File: src/rtl/free_list_pkg.sv
// Shared CPU sizing for the rename / free-list slice.
package free_list_pkg;

  localparam int CPU_PRF_NUM = 64;
  localparam int CPU_ARF_NUM = 32;
  localparam int CPU_PRF_IDX = $clog2(CPU_PRF_NUM);

  typedef logic [CPU_PRF_IDX-1:0] prf_idx_t;

  // Pointer width for a circular buffer of 'depth' entries, plus one wrap bit.
  function automatic int fl_ptr_w(input int depth);
    return $clog2(depth) + 1;
  endfunction

endpackage

File: src/rtl/free_list.sv
// Physical register free list. This is a circular buffer with a speculative
// allocation head, a committed head and a push tail. A flush rewinds the
// speculative head back to the committed head.
module free_list
  import free_list_pkg::*;
#(
  parameter  int PRF_NUM  = CPU_PRF_NUM,
  parameter  int ARF_NUM  = CPU_ARF_NUM,
  localparam int PRF_IDX  = $clog2(PRF_NUM),
  localparam int FL_DEPTH = PRF_NUM - ARF_NUM,
  localparam int PTR_W    = fl_ptr_w(FL_DEPTH)
) (
  input  logic               clk,
  input  logic               rst,
  input  logic               alloc_valid,
  output logic               alloc_ready,
  output logic [PRF_IDX-1:0] alloc_idx,
  input  logic               commit_valid,
  input  logic [PRF_IDX-1:0] commit_old_phy,
  input  logic               flush,
  output logic [PTR_W-1:0]   free_count
);

  localparam int IDX_W = PTR_W - 1;

  logic [PRF_IDX-1:0] mem [FL_DEPTH];
  logic [PTR_W-1:0]   head, cmt_head, tail;
  logic               pop_fire;
  logic [PTR_W-1:0]   spec_used;
  logic [PTR_W:0]     occ_sum;

  // Outputs come only from state. A same-cycle push is not bypassed to the head.
  assign free_count  = tail - head;
  assign alloc_ready = (free_count != '0);
  assign alloc_idx   = mem[head[IDX_W-1:0]];

  // Flush wins over a pop. A pop with nothing free is dropped.
  assign pop_fire = alloc_valid && alloc_ready && !flush;

  // Pointer update. Commit advances tail and cmt_head. A flush rewinds head
  // to the post-commit committed point.
  always_ff @(posedge clk or posedge rst) begin
    if (rst) begin
      head     <= '0;
      cmt_head <= '0;
      tail     <= PTR_W'(FL_DEPTH);
    end else begin
      if (commit_valid) begin
        tail     <= tail + 1'b1;
        cmt_head <= cmt_head + 1'b1;
      end
      if (flush)
        head <= cmt_head + PTR_W'(commit_valid);
      else if (pop_fire)
        head <= head + 1'b1;
    end
  end

  // Buffer storage. Reset loads the initially free registers ARF_NUM..PRF_NUM-1.
  // A commit writes the reclaimed register at tail.
  always_ff @(posedge clk or posedge rst) begin
    if (rst) begin
      for (int i = 0; i < FL_DEPTH; i++)
        mem[i] <= PRF_IDX'(ARF_NUM + i);
    end else if (commit_valid) begin
      mem[tail[IDX_W-1:0]] <= commit_old_phy;
    end
  end

  // Ordering of the pointers: cmt_head <= head <= tail, in modular order.
  assign spec_used = head - cmt_head;
  assign occ_sum   = {1'b0, spec_used} + {1'b0, free_count};

  a_pop_when_empty: assert property (@(posedge clk) disable iff (rst)
    alloc_valid |-> alloc_ready);
  a_commit_when_full: assert property (@(posedge clk) disable iff (rst)
    commit_valid |-> (free_count != PTR_W'(FL_DEPTH)));
  a_ptr_order: assert property (@(posedge clk) disable iff (rst)
    occ_sum <= (PTR_W+1)'(FL_DEPTH));

endmodule

File: config.mk
export PLATFORM = sky130hd
export DESIGN_NAME = free_list
export DESIGN_NICKNAME = d
export VERILOG_FILES = /design/src/rtl/free_list_pkg.sv /design/src/rtl/free_list.sv
export SDC_FILE = /design/constraint.sdc
export NUM_CORES = 1
export LEC_CHECK = 0
export ABC_AREA = 1
export CAP_MARGIN = 20
export CORE_MARGIN = 1
export CORE_UTILIZATION = 51
export CTS_CLUSTER_DIAMETER = 120
export DETAILED_ROUTE_END_ITERATION = 7
export PLACE_DENSITY = 0.75
export SLEW_MARGIN = 20
export SYNTH_ARGS = -nofsm -noshare
export SYNTH_HDL_FRONTEND = slang
export SYNTH_SLANG_ARGS = --single-unit
File: constraint.sdc
create_clock -name clk -period 9.5 [get_ports clk]
set_input_delay 1.9 -clock clk [delete_from_list [all_inputs] [get_ports clk]]
set_output_delay 1.9 -clock clk [all_outputs]
set_load 0.005 [all_outputs]
==> flow_metrics.tcl <==
set metrics [dict create \
    status "complete, no violations" \
    post_cts_buffers 0 \
    ant_nets 0 \
    clkLatencyLatePin_ns 0.51 \
    period_needed_ns 5.937 \
    stdcell_count 1471 \
    rows 51 \
    vias 8379 \
    grt-ovfl-total 0 \
    cts_buffers 23 \
    grt_antenna_before_repair 1 \
    initial_core_util_pct 52.53 \
    timing.critical_path.to "alloc_ready" \
    yosys-top-cells-area "dfstp_2 29%, dfrtp_1 24%, nand2_1 11%" \
    core_um2 19590 \
    p_sw_uw 1593 \
    gp_congestion 0.8526 \
    portBuffers 23 \
    drive_gt1_share_pct 16.50 \
    nFillCells 1756 \
    dp.cells 1430 \
    setup_tns_ns 0 \
    power_density_nw_per_um2 367.2 \
    startpoint "head[2]" \
    cpPeakStageDelay_ns 0.95 \
    grt_setup_unrepaired "false" \
    cts_tree "done" \
    place_hpwl_mm 15.58 \
    grt_pass1_wl_mm 41.45 \
    grt_pass1_vias 7786 \
    io_pins 24 \
    grt_use_total_pct 25.75 \
    p_clk_share_pct 21.1 \
    setup_violations 0 \
    htreeDepth 1 \
    rrSetupSlack_ns 5.99 \
    p_seq_share_pct 39.8 \
    netlist_area_um2 10290 \
    rr_startpoint "head[2]" \
    synth.distinct_cells 33 \
    p_int_uw 2512 \
    ys_seq_area_share_pct 52.44 \
    cts_root_buffer "clkbuf_16" \
    start_kind "register" \
    yosysMostFrequentCell "nand2_1" \
    ff2ff_path_depth 13 \
    synth_edf_count 0 \
    r2r-end "head[2]" \
    critical_path_required_ns 7.60 \
    critPathKind "register to output port" \
    tightest_slew_ns 1.064 \
    peakVddDrop_v 0.0002651 \
    slew_viol_final 0 \
    ys_async_sr_fraction_pct 100.0 \
    wire_per_inst_um 17.24 \
    die_x_um 144.0 \
    cts.sinks 210 \
    cts_hold_buf 0 \
    p_leak_uw 0.004784 \
    synth_seq_cells 210 \
    sw_frac_of_total_pct 38.80 \
    critPathArrivalTime_ns 4.04 \
    maxCapViolCount 0 \
    finClkSkew_ns 0.01358 \
    critPathMaxFanout 29 \
    num-nets-final 1215 \
    dr.pass1.iters 5 \
    die_h_um 144.0 \
    synth_flop_cell "dfstp_2" \
    end_kind "output port" \
    critPathSlowestCell "dfrtp_1" \
    syn_area_per_cell_um2 8.393 \
    diodes 0 \
    netlist.area_leader.share_pct 28.85 \
    wirelength_mm 25.36 \
    cp_cell_sequence "clkinv_1 -> ha_1 -> inv_2 -> nand2_1 -> nand3_1 -> nand3_1 -> nand2_1 -> nand2_2 -> clkdlybuf4s50_1" \
    syn_to_final_growth_pct 8.633 \
    drt_iter0_markers 708 \
    synth_fp_nets 1251 \
    combPwrFrac_pct 39.1 \
    clk_pin_slew_ns 0.06 \
    clockBufferDepth 3 \
    relSlewSlack_pct 28.61 \
    netlist_top_cells_count "310 x nand2_1, 229 x o21ai_0, 113 x dfstp_2" \
    hold_class "register to register" \
    finalHoldViolCount 0 \
    fmax_ghz 0.1684 \
    avgViaCountPerCell 5.696 \
    drc 0 \
    synth_area_leader_cell "dfstp_2" \
    syn_inst 1226 \
    ys.warnings.count 0 \
    period_share_pct 62.50 \
    grt_max_degree 129 \
    dieArea_um2 20750 \
    cts_resized 0 \
]
## cell families (layout without fill, tap and decap cells)
logic type / Yosys count / after routing / share of synthesized area (%)
simple gates: 491 / 491 / 19.69
compound gates: 351 / 351 / 18.17
flops: 210 / 210 / 52.44
buf+inv: 145 / 125 / 6.627
fa+ha+maj: 14 / 14 / 1.775
xor+xnor: 14 / 14 / 1.192
mux: 1 / 1 / 0.1094
## layout by cell type (no fill, tap or decap), types with 11 or more instances in the layout
cell type        count
o21ai_0            229
o21ai_1             52
clkbuf_16           23
nand3_1             59
nor2_1              96
ha_1                13
clkdlybuf4s50_1     23
dfstp_2            113
dfrtp_1             95
nand2_1            310
xor2_1              11
o22ai_1             42
a21oi_1             12
nor2_2              11
inv_1               41
## state kept, by name (all words and copies together), names as in the netlist
register  cells
mem         192
head          6
cmt_head      6
tail          6
## through the flow
step	cell area, µm²	hold slack (ns)	total power [µW]	setup slack [ns]	util, %
after floorplan	10290	0.4478	2723	2.049	-
after global placement	10440	0.4580	3175	4.259	53.31
after detailed placement	10440	0.4633	3223	4.141	53.31
after CTS	11180	0.4729	4101	3.616	57.06
after global routing	11180	0.4756	4411	3.199	57.06
final	11180	0.4716	4105	3.563	57.06
## metal layers
| layer | vias to the layer above | global-route usage (%) | share of wire (%) |
|---|---|---|---|
| li1 | 3986 | - | - |
| met1 | 4031 | 37.16 | 45 |
| met2 | 294 | 38.65 | 44 |
| met3 | 66 | 4.868 | 7.4 |
| met4 | 2 | 9.239 | 3.2 |
| met5 | - | 0 | 0.051 |
## power groups by stage
stage,sequential [µW],combinational [µW],clock (µW)
after floorplan,1540,1180,0
after global placement,1620,1550,0
after detailed placement,1630,1590,0
after CTS,1630,1600,879
after global routing,1680,1820,917
final,1630,1610,865
## worst min-delay path by stage
| stage | to | start | depth (start not counted) |
|---|---|---|---|
| final | mem[89] | mem[89] | 2 |
| after global routing | mem[88] | mem[88] | 2 |
| after global placement | mem[83] | mem[83] | 2 |
| after detailed placement | mem[88] | mem[88] | 2 |
| after floorplan | mem[150] | mem[150] | 2 |
| after CTS | mem[88] | mem[88] | 2 |
## worst max-delay path, delay by kind of cell (launching register included)
family	cells	cell delay [ns]
buffers and inverters	3	1.46
DFF	1	0.95
and+or+nand+nor	5	0.42
adders and majority gates	1	0.68
## final cells by class
cell class              instances  area (µm²)  area share [%]
well taps                     265       331.6           2.966
repair buffers                 32       297.8           2.664
inverters                      52       202.7           1.813
flip-flops and latches        210        5399           48.30
clock inverters                 2       10.01         0.08955
clock buffers                  39       725.7           6.492
multi-input cells             871        4212           37.68
Power figures use the tool's default switching activity.
